===== config.mk =====
export PLATFORM = sky130hd
export DESIGN_NAME = mvu_job_ctrl_flat
export DESIGN_NICKNAME = d
export VERILOG_FILES = /design/src/rtl/mvu_job_ctrl_if.sv /design/src/rtl/mvu_job_ctrl.sv /design/src/flat_wrapper.sv
export SDC_FILE = /design/constraint.sdc
export NUM_CORES = 1
export LEC_CHECK = 0
export CORE_ASPECT_RATIO = 2
export CORE_MARGIN = 1.5
export CORE_UTILIZATION = 50
export DETAILED_ROUTE_END_ITERATION = 7
export MAX_ROUTING_LAYER = met4
export PLACE_DENSITY = 0.78
export SLEW_MARGIN = 25
export SYNTH_ARGS = -nofsm -noshare
export SYNTH_HDL_FRONTEND = slang
export SYNTH_SLANG_ARGS = --single-unit

===== constraint.sdc =====
create_clock -name clk -period 8.5 [get_ports clk]
set_input_delay 1.7 -clock clk [delete_from_list [all_inputs] [get_ports clk]]
set_output_delay 1.7 -clock clk [all_outputs]
set_load 0.05 [all_outputs]

===== src/rtl/mvu_job_ctrl_if.sv =====
// Job / completion / MVU handshake bundle for mvu_job_ctrl.
// slave is the controller side, master is the host/MVU side.
interface mvu_job_ctrl_if #(
   parameter int ID_W  = 4,
   parameter int LEN_W = 16
);
   logic             job_valid;
   logic             job_ready;
   logic [ID_W-1:0]  job_id;
   logic [LEN_W-1:0] job_len;
   logic             mvu_start;
   logic             mvu_out_valid;
   logic             done_valid;
   logic             done_ready;
   logic [ID_W-1:0]  done_id;
   logic [1:0]       done_status;
   logic [LEN_W-1:0] done_count;

   modport slave (
      input  job_valid, job_id, job_len, mvu_out_valid, done_ready,
      output job_ready, mvu_start, done_valid, done_id, done_status, done_count
   );

   modport master (
      output job_valid, job_id, job_len, mvu_out_valid, done_ready,
      input  job_ready, mvu_start, done_valid, done_id, done_status, done_count
   );
endinterface


===== src/rtl/mvu_job_ctrl.sv =====
// MVU job controller: accepts a job descriptor, starts the MVU, counts output
// words with an idle watchdog, and holds a completion record until consumed.
module mvu_job_ctrl #(
   parameter int ID_W  = 4,
   parameter int LEN_W = 16,
   parameter int TO_W  = 20
) (
   input  logic            clk,
   input  logic            rst_n,
   mvu_job_ctrl_if.slave   bus,
   input  logic [TO_W-1:0] timeout_cyc,
   input  logic            irq_clr,
   output logic            busy,
   output logic            irq,
   output logic            spurious
);
   localparam logic [1:0] S_IDLE   = 2'd0;
   localparam logic [1:0] S_START  = 2'd1;
   localparam logic [1:0] S_RUN    = 2'd2;
   localparam logic [1:0] S_REPORT = 2'd3;

   localparam logic [1:0] ST_OK      = 2'b00;
   localparam logic [1:0] ST_TIMEOUT = 2'b01;
   localparam logic [1:0] ST_ZLEN    = 2'b10;

   logic [1:0]       state;
   logic [ID_W-1:0]  id_q;
   logic [LEN_W-1:0] len_q;
   logic [LEN_W-1:0] cnt;
   logic [TO_W-1:0]  wd;
   logic [TO_W-1:0]  to_q;
   logic             start_q;
   logic [ID_W-1:0]  done_id_q;
   logic [1:0]       done_status_q;
   logic [LEN_W-1:0] done_count_q;
   logic [LEN_W-1:0] cnt_inc;
   logic [TO_W-1:0]  wd_inc;

   assign cnt_inc = cnt + LEN_W'(1);
   assign wd_inc  = wd + TO_W'(1);

   assign bus.job_ready   = (state == S_IDLE);
   assign bus.done_valid  = (state == S_REPORT);
   assign busy            = (state != S_IDLE);
   assign bus.mvu_start   = start_q;
   assign bus.done_id     = done_id_q;
   assign bus.done_status = done_status_q;
   assign bus.done_count  = done_count_q;

   always_ff @(posedge clk or negedge rst_n) begin
      if (!rst_n) begin
         state         <= S_IDLE;
         id_q          <= '0;
         len_q         <= '0;
         cnt           <= '0;
         wd            <= '0;
         to_q          <= '0;
         start_q       <= 1'b0;
         done_id_q     <= '0;
         done_status_q <= ST_OK;
         done_count_q  <= '0;
         irq           <= 1'b0;
         spurious      <= 1'b0;
      end else begin
         start_q <= 1'b0;

         // Clear first; a REPORT entry below overrides it so set wins.
         if (irq_clr)
            irq <= 1'b0;

         if (bus.mvu_out_valid && state != S_RUN)
            spurious <= 1'b1;
         else if (irq_clr)
            spurious <= 1'b0;

         case (state)
            S_IDLE: begin
               if (bus.job_valid) begin
                  id_q  <= bus.job_id;
                  len_q <= bus.job_len;
                  if (bus.job_len == '0) begin
                     state         <= S_REPORT;
                     done_id_q     <= bus.job_id;
                     done_status_q <= ST_ZLEN;
                     done_count_q  <= '0;
                     irq           <= 1'b1;
                  end else begin
                     state   <= S_START;
                     start_q <= 1'b1;
                  end
               end
            end
            S_START: begin
               cnt   <= '0;
               wd    <= '0;
               to_q  <= timeout_cyc;
               state <= S_RUN;
            end
            S_RUN: begin
               // A word in the expiry cycle resets the watchdog, so OK wins.
               if (bus.mvu_out_valid) begin
                  cnt <= cnt_inc;
                  wd  <= '0;
                  if (cnt_inc == len_q) begin
                     state         <= S_REPORT;
                     done_id_q     <= id_q;
                     done_status_q <= ST_OK;
                     done_count_q  <= cnt_inc;
                     irq           <= 1'b1;
                  end
               end else begin
                  wd <= wd_inc;
                  if (to_q != '0 && wd_inc == to_q) begin
                     state         <= S_REPORT;
                     done_id_q     <= id_q;
                     done_status_q <= ST_TIMEOUT;
                     done_count_q  <= cnt;
                     irq           <= 1'b1;
                  end
               end
            end
            S_REPORT: begin
               if (bus.done_ready)
                  state <= S_IDLE;
            end
            default: state <= S_IDLE;
         endcase
      end
   end
endmodule


===== src/flat_wrapper.sv =====
// flat-port wrapper written by rule: the top's interface ports become plain ports
module mvu_job_ctrl_flat 
#(
   parameter int ID_W  = 4,
   parameter int LEN_W = 16,
   parameter int TO_W  = 20
)
  (clk, rst_n, timeout_cyc, irq_clr, busy, irq, spurious, bus_job_valid, bus_job_id, bus_job_len, bus_mvu_out_valid, bus_done_ready, bus_job_ready, bus_mvu_start, bus_done_valid, bus_done_id, bus_done_status, bus_done_count);
  mvu_job_ctrl_if #(.ID_W(ID_W), .LEN_W(LEN_W)) bus_i ();
  input  logic clk;
  input  logic rst_n;
  input  logic [TO_W-1:0] timeout_cyc;
  input  logic irq_clr;
  output logic busy;
  output logic irq;
  output logic spurious;
  input wire logic [$bits(bus_i.job_valid)-1:0] bus_job_valid;
  input wire logic [$bits(bus_i.job_id)-1:0] bus_job_id;
  input wire logic [$bits(bus_i.job_len)-1:0] bus_job_len;
  input wire logic [$bits(bus_i.mvu_out_valid)-1:0] bus_mvu_out_valid;
  input wire logic [$bits(bus_i.done_ready)-1:0] bus_done_ready;
  output wire logic [$bits(bus_i.job_ready)-1:0] bus_job_ready;
  output wire logic [$bits(bus_i.mvu_start)-1:0] bus_mvu_start;
  output wire logic [$bits(bus_i.done_valid)-1:0] bus_done_valid;
  output wire logic [$bits(bus_i.done_id)-1:0] bus_done_id;
  output wire logic [$bits(bus_i.done_status)-1:0] bus_done_status;
  output wire logic [$bits(bus_i.done_count)-1:0] bus_done_count;
  assign bus_i.job_valid = bus_job_valid;
  assign bus_i.job_id = bus_job_id;
  assign bus_i.job_len = bus_job_len;
  assign bus_i.mvu_out_valid = bus_mvu_out_valid;
  assign bus_i.done_ready = bus_done_ready;
  assign bus_job_ready = bus_i.job_ready;
  assign bus_mvu_start = bus_i.mvu_start;
  assign bus_done_valid = bus_i.done_valid;
  assign bus_done_id = bus_i.done_id;
  assign bus_done_status = bus_i.done_status;
  assign bus_done_count = bus_i.done_count;
  mvu_job_ctrl #(.ID_W(ID_W), .LEN_W(LEN_W), .TO_W(TO_W)) u_core (.clk(clk), .rst_n(rst_n), .bus(bus_i), .timeout_cyc(timeout_cyc), .irq_clr(irq_clr), .busy(busy), .irq(irq), .spurious(spurious));
endmodule

==> impl_results.md <==
* Routed WL at around 16,000 µm
* Routed length per instance at 18.8 µm
* Initial antenna violation count at 0
* Simple-gate share of the synthesized area at 0.175
* CTS tree: done
* WP data arrival at between 4000 and 5000 ps
* Critical path endpoint category: flip-flop
* Initial Util at 0.514
* Total Power at 2.13 mW
* Initial DRC count at 350
* Chip width at roughly 80 µm
* Layout cells sized above 1 at 0.116
* Design area at between 7000 and 8000 µm²
* RR Startpoint: u_core.cnt[0]
* Pre-CTS setup slack at 3350 ps
* Post-Syn Instances at roughly 630
* Cell Area, Synth at between 6000 and 7000 µm²
* CTS buffer count at 9
* Fin nets at between 700 and 800
* Crit share post-route at 0.534
* Mean Syn Cell Area at roughly 9.6 µm²
* RSZ-0062 raised after global routing: no
* Multiplexer share of the synthesized area at 0.129
* Post-CTS Resized at 0
* RR Endpoint: u_core.bus.done_id[1]
* CTS Buffer Depth at 2
* Die Ht at ~160 µm
* Most common cell in the netlist: dfrtp_1
* Post-Synth XOR/XNOR Area at 0.0942
* Kind of critical path: input pin to flip-flop
* Internal power at roughly 1.3 mW
* Cell row count at between 50 and 60
* First-pass iteration count of the detailed router at 5
* Synthesis warning total at 0
* Max Cap Viol at 0
* Core area at roughly 12,000 µm²
* Clk_lat worst skew at around 350 ps
* Comb power frac at 0.442
* Hold Crit Start: u_core.irq
* Seq cells post-synth at between 100 and 150
* H-tree levels at 3
* Count of input and output buffers at 73
* Power share of the clock group at 0.201
* Worst Max-Slew Pin Slew at between 1000 and 1500 ps
* Rel. slew slack at 0.287
* Switch Pwr at approximately 850 µW
* Share of flip-flops with an asynchronous set or reset after synthesis at 1.00
* Max IR drop VDD at between 0.2 and 0.3 mV
* Largest family of logic cells by synthesized area: simple AND/OR/NAND/NOR gates
* Outcome: finished, final reports clean
* Setup violators final at 0
* Placed cell count at approximately 810
* Worst Hold Path Cells at 2
* Clock skew at between 10 and 15 ps
* Setup TNS at 0 ps
* Die area at between 10,000 and 15,000 µm²
* Gr usage total at 0.266
* Sw frac at 0.397
* Min Tclk post-route at about 4500 ps
* Drt drc at 0
* Prevailing post-synth register cell: dfrtp_1
* IO Count at 74
* Hold_buf cts at 0
* Commonest cells post-synth: 103 x dfrtp_1, 69 x nand2_1, 52 x xnor2_1
* Worst Hold Class: flip-flop to flip-flop
* Finished Core Util at 0.604
* Worst setup SP type: input pin
* Endpoint, Worst Hold: u_core.irq
* CTS root buffer: clkbuf_16
* Area Overhead vs Synth at 17.6%
* Final HPWL DP at ~11,000 µm
* Worst EP required at approximately 8700 ps
* Critical Path Max Stage Delay at about 760 ps
* Synth Area in Compound Gates at 0.117
* Hold Slack at 513 ps
* Vias at 5,032
* Via/cell ratio at just over 6
* Worst Reg-to-Reg Cells at 8
* Post-synthesis sequential area ratio at 0.426
* Cell Count, Final, Fillers Out at between 800 and 900
* Worst Slack Setup Final at approximately 4000 ps
* Distinct cells, synth at between 50 and 60
* PwrDens at approximately 300 nW/µm²
* Number of synthesized flops with an enable pin at 0
* Adder-cell area share of the yosys netlist at 0.0124
* Clock Sinks at 103
* Top cell type's share of synthesized area at 0.426
* CP cell instances: clkdlybuf4s50_1, nand2_1, nor2_1, a21oi_1, nor3b_1, a31oi_1, a21o_2, mux2_4
* Sequential share of power at 0.357
* Crit-path slowest cell: nand2_1
* DRT antenna net count at 0
* GPL Wtd Cong at 0.911
* Slack of the worst reg-to-reg path at around 4600 ps
* First-pass GRT wire length at ~25,000 µm
* Max-slew violation count at 0
* Critical Path Fanout Max at 22
* Largest net degree at the start of global routing at 60
* Area leader, netlist: dfrtp_1
* Overflow after GRT at 0
* Post-CTS Setup Inserts at 0
* Vias in the first global route at between 5,000 and 6,000
* Synth Net Count at approximately 700
* Top cells by area, synth: dfrtp_1 43%, mux2_2 8.4%, xnor2_1 7.5%
* Reg clk slew, reported paths at 70 ps
* Placed standard-cell area at about 6800 µm²
* Leakage at 2.91 nW
* Ant diodes at 0
* Final Hold Fails at 0
* Fmax achieved at 220 MHz
## kinds of logic after synthesis
| logic type | Yosys count |
|---|---|
| flops | 103 |
| simple gates | 208 |
| fa+ha+maj | 6 |
| mux | 69 |
| buf+inv | 68 |
| xor+xnor | 65 |
| compound gates | 112 |
## placed cells by master, fill, tap and decap left out, drive strengths merged, types with 4 or more instances in the layout
cell           instances
ha                     6
and4                   7
clkdlybuf4s50         72
buf                    4
mux2                  52
nor4                  21
nor3                   8
xor2                  13
o31ai                 21
nand2                 69
nor2                  35
nor2b                  4
nand4                 16
a31oi                  5
o21ai                 39
and3                   6
o22ai                  4
inv                   25
nand2b                 6
a21oi                 19
xnor2                 52
dfrtp                103
nand3                 26
mux2i                 17
clkbuf                11
## cell type report
class                      count  area [µm²]
inverter                      25        93.8
fill                         987        4660
sequential                   103        2580
multi-input combinational    460        3200
clock inverter                 4        55.1
timing repair buffer          76         751
tap                          145         181
clock buffer                  11         253
## critical path, delay by kind of cell
family                 cells  cell delay, ps
AOI/OAI and AO/OA          3            1310
buffers and inverters      1             420
muxes                      1             350
and+or+nand+nor            3             980
## power by group through the flow
stage	logic [mW]	clock network (mW)	registers (mW)
floorplan	0.643	0	0.794
global placement	0.909	0	0.762
detailed placement	0.938	0	0.769
CTS	0.941	0.436	0.761
global route	1.02	0.458	0.780
finish	0.942	0.428	0.762
## state kept, by name (all words and copies together) (netlist names)
register / cells
u_core.to_q: 20
u_core.wd: 20
u_core.bus.done_count: 16
u_core.cnt: 16
u_core.len_q: 16
u_core.bus.done_id: 4
u_core.id_q: 4
u_core.bus.done_status: 2
u_core.state: 2
u_core.bus.mvu_start: 1
u_core.irq: 1
u_core.spurious: 1
## how the worst max path moves through the flow
stage | depth (start not counted) | to | start | slack [ps]
2_1_floorplan | 9 | u_core.bus.done_count[11] | bus_job_len[10] | 5050
3_3_place_gp | 8 | u_core.bus.done_id[2] | bus_job_valid | 3480
3_5_place_dp | 8 | u_core.bus.done_id[1] | bus_job_valid | 3350
4_1_cts | 8 | u_core.bus.done_count[1] | bus_job_valid | 3680
5_1_grt | 8 | u_core.bus.done_id[1] | bus_job_valid | 3800
6_report | 8 | u_core.bus.done_id[1] | bus_job_valid | 3960
## layer usage
layer / wire length (µm) / GRT usage
met5: 0 / -
met4: 843 / 0.174
met3: 575 / 0.0401
met2: 8570 / 0.469
met1: 5540 / 0.264
(Power assumes the default switching activity.)
